## config.mk

```make
export PLATFORM = sky130hd
export DESIGN_NAME = lsu_mem_stage
export DESIGN_NICKNAME = d
export VERILOG_FILES = /design/src/rtl/lsu_mem_stage.sv
export SDC_FILE = /design/constraint.sdc
export NUM_CORES = 1
export LEC_CHECK = 0
export ABC_AREA = 1
export CAP_MARGIN = 30
export CORE_ASPECT_RATIO = 1.5
export CORE_UTILIZATION = 35
export DETAILED_ROUTE_END_ITERATION = 12
export SYNTH_ARGS = -nofsm -noshare
export SYNTH_HDL_FRONTEND = slang
export SYNTH_SLANG_ARGS = --single-unit
```

## constraint.sdc

```tcl
create_clock -name clk -period 5.1 [get_ports clk]
set_input_delay 1.02 -clock clk [delete_from_list [all_inputs] [get_ports clk]]
set_output_delay 1.02 -clock clk [all_outputs]
set_load 0.1 [all_outputs]
```

## src/rtl/lsu_mem_stage.sv

```systemverilog
// Load/store unit sitting between the core memory stage and a synchronous data RAM.
// Accepts one byte/half/word access, checks its alignment, drives the RAM with a
// word-aligned address, byte enables and lane-replicated data, and returns the
// extended load data. stall holds the upstream pipeline until the access completes.
module lsu_mem_stage #(
    parameter int unsigned RD_LAT = 1  // RAM read latency, legal 1..7
) (
    input  logic        clk,
    input  logic        rst,
    input  logic        req_valid,
    input  logic        req_we,
    input  logic [1:0]  req_size,
    input  logic        req_signed,
    input  logic [31:0] req_addr,
    input  logic [31:0] req_wdata,
    output logic        stall,
    output logic        rsp_valid,
    output logic [31:0] rsp_rdata,
    output logic        addr_err,
    output logic        ram_en,
    output logic [3:0]  ram_we,
    output logic [31:0] ram_addr,
    output logic [31:0] ram_wdata,
    input  logic [31:0] ram_rdata
);

    typedef enum logic [1:0] {StIdle, StIssue, StWait, StResp} state_e;

    state_e      state_q, state_d;
    logic [31:0] addr_q;
    logic [1:0]  size_q;
    logic        we_q;
    logic        signed_q;
    logic        err_q;
    logic [31:0] wdata_q;
    logic [31:0] rdata_q;
    logic [2:0]  cnt_q;

    logic        req_bad;
    logic [3:0]  st_mask;
    logic [31:0] st_data;
    logic [31:0] ld_shift;
    logic [31:0] ld_ext;

    // Alignment check on the incoming request; size 11 is always rejected.
    always_comb begin
        req_bad = 1'b0;
        unique case (req_size)
            2'b00:   req_bad = 1'b0;
            2'b01:   req_bad = req_addr[0];
            2'b10:   req_bad = (req_addr[1:0] != 2'b00);
            default: req_bad = 1'b1;
        endcase
    end

    // Byte enables and replicated store data from the latched request.
    always_comb begin
        st_mask = 4'b1111;
        st_data = wdata_q;
        unique case (size_q)
            2'b00: begin
                st_mask = 4'b0001 << addr_q[1:0];
                st_data = {4{wdata_q[7:0]}};
            end
            2'b01: begin
                st_mask = 4'b0011 << {addr_q[1], 1'b0};
                st_data = {2{wdata_q[15:0]}};
            end
            default: begin
                st_mask = 4'b1111;
                st_data = wdata_q;
            end
        endcase
    end

    // Load lane extraction and sign/zero extension; a half is aligned, so a byte-granular
    // shift lands it in the low lanes as well.
    always_comb begin
        ld_shift = ram_rdata >> {addr_q[1:0], 3'b000};
        ld_ext   = ram_rdata;
        unique case (size_q)
            2'b00:   ld_ext = {{24{signed_q & ld_shift[7]}}, ld_shift[7:0]};
            2'b01:   ld_ext = {{16{signed_q & ld_shift[15]}}, ld_shift[15:0]};
            default: ld_ext = ram_rdata;
        endcase
    end

    // Next-state and outputs; outputs decode from state so reset clears them at once.
    always_comb begin
        state_d   = state_q;
        stall     = 1'b0;
        rsp_valid = 1'b0;
        rsp_rdata = 32'h0;
        addr_err  = 1'b0;
        ram_en    = 1'b0;
        ram_we    = 4'b0000;
        ram_addr  = 32'h0;
        ram_wdata = 32'h0;
        unique case (state_q)
            StIdle: begin
                if (req_valid) begin
                    stall   = 1'b1;
                    state_d = req_bad ? StResp : StIssue;
                end
            end
            StIssue: begin
                stall     = 1'b1;
                ram_en    = 1'b1;
                ram_addr  = {addr_q[31:2], 2'b00};
                ram_we    = we_q ? st_mask : 4'b0000;
                ram_wdata = st_data;
                state_d   = we_q ? StResp : StWait;
            end
            StWait: begin
                stall = 1'b1;
                if (cnt_q == 3'd1) begin
                    state_d = StResp;
                end
            end
            StResp: begin
                // req_valid here still belongs to the access being finished.
                rsp_valid = 1'b1;
                addr_err  = err_q;
                rsp_rdata = rdata_q;
                state_d   = StIdle;
            end
            default: state_d = StIdle;
        endcase
    end

    // State register, request capture, read-latency counter and load data capture.
    always_ff @(posedge clk or posedge rst) begin
        if (rst) begin
            state_q  <= StIdle;
            addr_q   <= 32'h0;
            size_q   <= 2'b00;
            we_q     <= 1'b0;
            signed_q <= 1'b0;
            err_q    <= 1'b0;
            wdata_q  <= 32'h0;
            rdata_q  <= 32'h0;
            cnt_q    <= 3'd0;
        end else begin
            state_q <= state_d;
            if (state_q == StIdle && req_valid) begin
                addr_q   <= req_addr;
                size_q   <= req_size;
                we_q     <= req_we;
                signed_q <= req_signed;
                wdata_q  <= req_wdata;
                err_q    <= req_bad;
                rdata_q  <= 32'h0;
            end
            if (state_q == StIssue) begin
                cnt_q <= 3'(RD_LAT);
            end else if (state_q == StWait) begin
                cnt_q <= cnt_q - 3'd1;
            end
            if (state_q == StWait && cnt_q == 3'd1) begin
                rdata_q <= ld_ext;
            end
        end
    end

endmodule

```

==> impl_metrics.csv <==
group,metric,value,unit
global_route,top_usage_layer,"met2",
setup_path,cp_num_buf_inv,4,
hold_path,hp-class,"reg -> reg",
drt,vias_per_cell,4.643,
setup_path,worstSetupPathType,"reg -> out",
floorplan,die_h,159.8,microns
setup_path,path_max_fanout,29,
drt,dr.pass1.iters,4,
cells_and_area,antennaDiodeCount,0,
setup_path,crit_family,"buffers and inverters",
clock_network,numCtsBuffers,9,
cells_and_area,fill_cells,1619,
floorplan,dieWidth,107.2,microns
drt,drt_iter0_drc,244,
outcome,status,"completed",
clock_network,cts_root_buffer,"clkbuf_16",
yosys,synth-seq-cells,106,
setup_path,cpPeakStageDelay,1.13,ns
sta,finalClockSkew,0.01131,ns
clock_network,clkLatencyLatePin,0.35,ns
setup_path,crit_path_cell_trace,"inv_1, ha_2, buf_4, nand2_1, inv_1, clkdlybuf4s50_1",
sta,fmax,0.2429,GHz
clock_network,postCtsSetupBuffers,0,
setup_path,critical_path.most_common_cell,"inv_1",
sta,hold_viol,0,
global_route,met3_usage,5.388,%
setup_path,critPathArrivalTime,3.10,ns
floorplan,start_util,35.89,%
yosys,ys_warn_count,0,
sta,min_period,4.117,ns
floorplan,dieArea,0.01713,sq mm
global_route,antenna_found_initial,0,
floorplan,coreArea,0.01619,sq mm
sta,finalSetupTns,0,ns
setup_path,crit_path_top_delay_cell,"clkdlybuf4s50_1",
sta,whs,0.4796,ns
drt,ant_nets,0,
yosys,syn_inst,753,
drt,vias,5325,
floorplan,std_cell_rows,57,
clock_network,cts_resized,0,
setup_path,critPathLaunchType,"flop",
drt,wl,16.64,mm
yosys,synth_cell_types,27,
placement,hpwl,12.03,mm
cells_and_area,utilization,50.87,%
placement,gp_congestion,0.8389,
cells_and_area,area_delta_synth_final,41.73,%
sta,period_share,80.73,%
global_route,grt.total_usage,19.83,%
clock_network,cts_tree,"built",
cells_and_area,finalNetCount,1046,
clock_network,cts-htree-levels,3,
flow_run,maxCapViolCount,0,
sta,final_max_slew_viol_count,0,
clock_network,clk_path_buf_depth,2,
yosys,synth-edff-count,0,
global_route,grt_pass1_vias,5178,
cells_and_area,layout_common_cells,"nand2_1 (270), clkdlybuf4s50_1 (179), dfrtp_1 (106), inv_1 (100), nor2_1 (71)",
setup_path,cp-end-kind,"primary output",
floorplan,io_pins,207,
clock_network,ctsHoldBuffers,0,
global_route,grt_use_met1,24.19,%
clock_network,path_clk_slew,0.07,ns
global_route,grt_pass1_wl,26.32,mm
placement,io_buffers,204,
global_route,grt_start_max_net_pins,66,
yosys,ys_seq_area_share,45.65,%
sta,setup_violations,0,
cells_and_area,final_common_cell,"nand2_1",
global_route,grt_util_met2,33.37,%
setup_path,critPathRequiredTime,4.08,ns
yosys,postSynthAreaPerCell,7.717,sq um
global_route,grt-ovfl-total,0,
clock_network,cts.sinks,106,
sta,max_slew.worst_pin.slew,1.015,ns
sta,rsz0062_at_grt,"false",
cells_and_area,drive_gt1_share,12.43,%
yosys,synth_top_flop_cell,"dfrtp_1",
yosys,netlist_area,0.005811,sq mm
drt,drc,0,
yosys,async_flop_share,100.0,%
drt,wl_per_cell,14.51,microns
sta,relSlewSlack,32.15,%
[worst paths after layout]
check                      slack [ns]      endpoint  cells after the start        start
max                              0.98  ram_addr[15]                      6   state_q[1]
min                              0.48   rdata_q[11]                      2  rdata_q[11]
max reg2reg                      2.54   rdata_q[26]                      7    size_q[1]
min reg2reg                      0.48   rdata_q[11]                      2  rdata_q[11]
max in group asynchronous        3.03    addr_q[20]                      3          rst
min in group asynchronous        1.17   wdata_q[12]                      2          rst
[cells in the mapped netlist, drive strengths merged (7+ instances only)]
cell type | n | area [sq um]
a21oi | 20 | 100.1
buf | 22 | 136.4
clkbuf | 17 | 63.81
dfrtp | 106 | 2653
ha | 7 | 87.58
inv | 104 | 395.4
mux2 | 55 | 619.3
nand2 | 274 | 1041
nand3 | 29 | 167.7
nor2 | 74 | 300.3
o21ai | 30 | 150.1
o22ai | 9 | 56.30
[state kept, by name, summed over array words and instances (netlist names)]
register	cells
size_q	2
wdata_q	32
addr_q	32
signed_q	1
err_q	1
cnt_q	3
we_q	1
state_q	2
rdata_q	32
[area by class of cell]
class / count / area (sq um) / area share (%)
well taps: 206 / 257.7 / 3.130
flip-flops and latches: 106 / 2653 / 32.21
clock inverters: 7 / 81.33 / 0.9875
inverters: 104 / 397.9 / 4.831
repair buffers: 210 / 2044 / 24.83
clock buffers: 9 / 225.2 / 2.735
multi-input cells: 505 / 2576 / 31.28
[tightest hold or removal path, stage by stage (launching register included)]
cell and delay [ns]:
dfrtp_1 0.34, nand2_1 0.05, nand2_1 0.06
[stage by stage]
step / setup WS, ns / cell area (sq um) / cells
after CTS: 0.9606 / 8235 / 1147
after global routing: 0.7851 / 8235 / 1147
after global placement: 1.397 / 7901 / 1130
after detailed placement: 1.345 / 7929 / 1131
final: 0.9830 / 8235 / 1147
after floorplan: 0.1223 / 5814 / 754
[cell families after synthesis]
group | share of synthesized area, %
buf+inv | 10.25
mux | 10.66
other cells | 0.06454
compound gates | 5.663
fa+ha+maj | 1.507
flops | 45.65
simple gates | 26.06
xor+xnor | 0.1508
[metal layers]
metal / vias up / routed length, microns
met5: - / 0
li1: 2667 / -
met2: 174 / 8033
met1: 2466 / 6941
met3: 18 / 1313
met4: 0 / 354
Power is not shown: default switching activity piles up to over one toggle a cycle in this logic, so the estimate is an artifact.
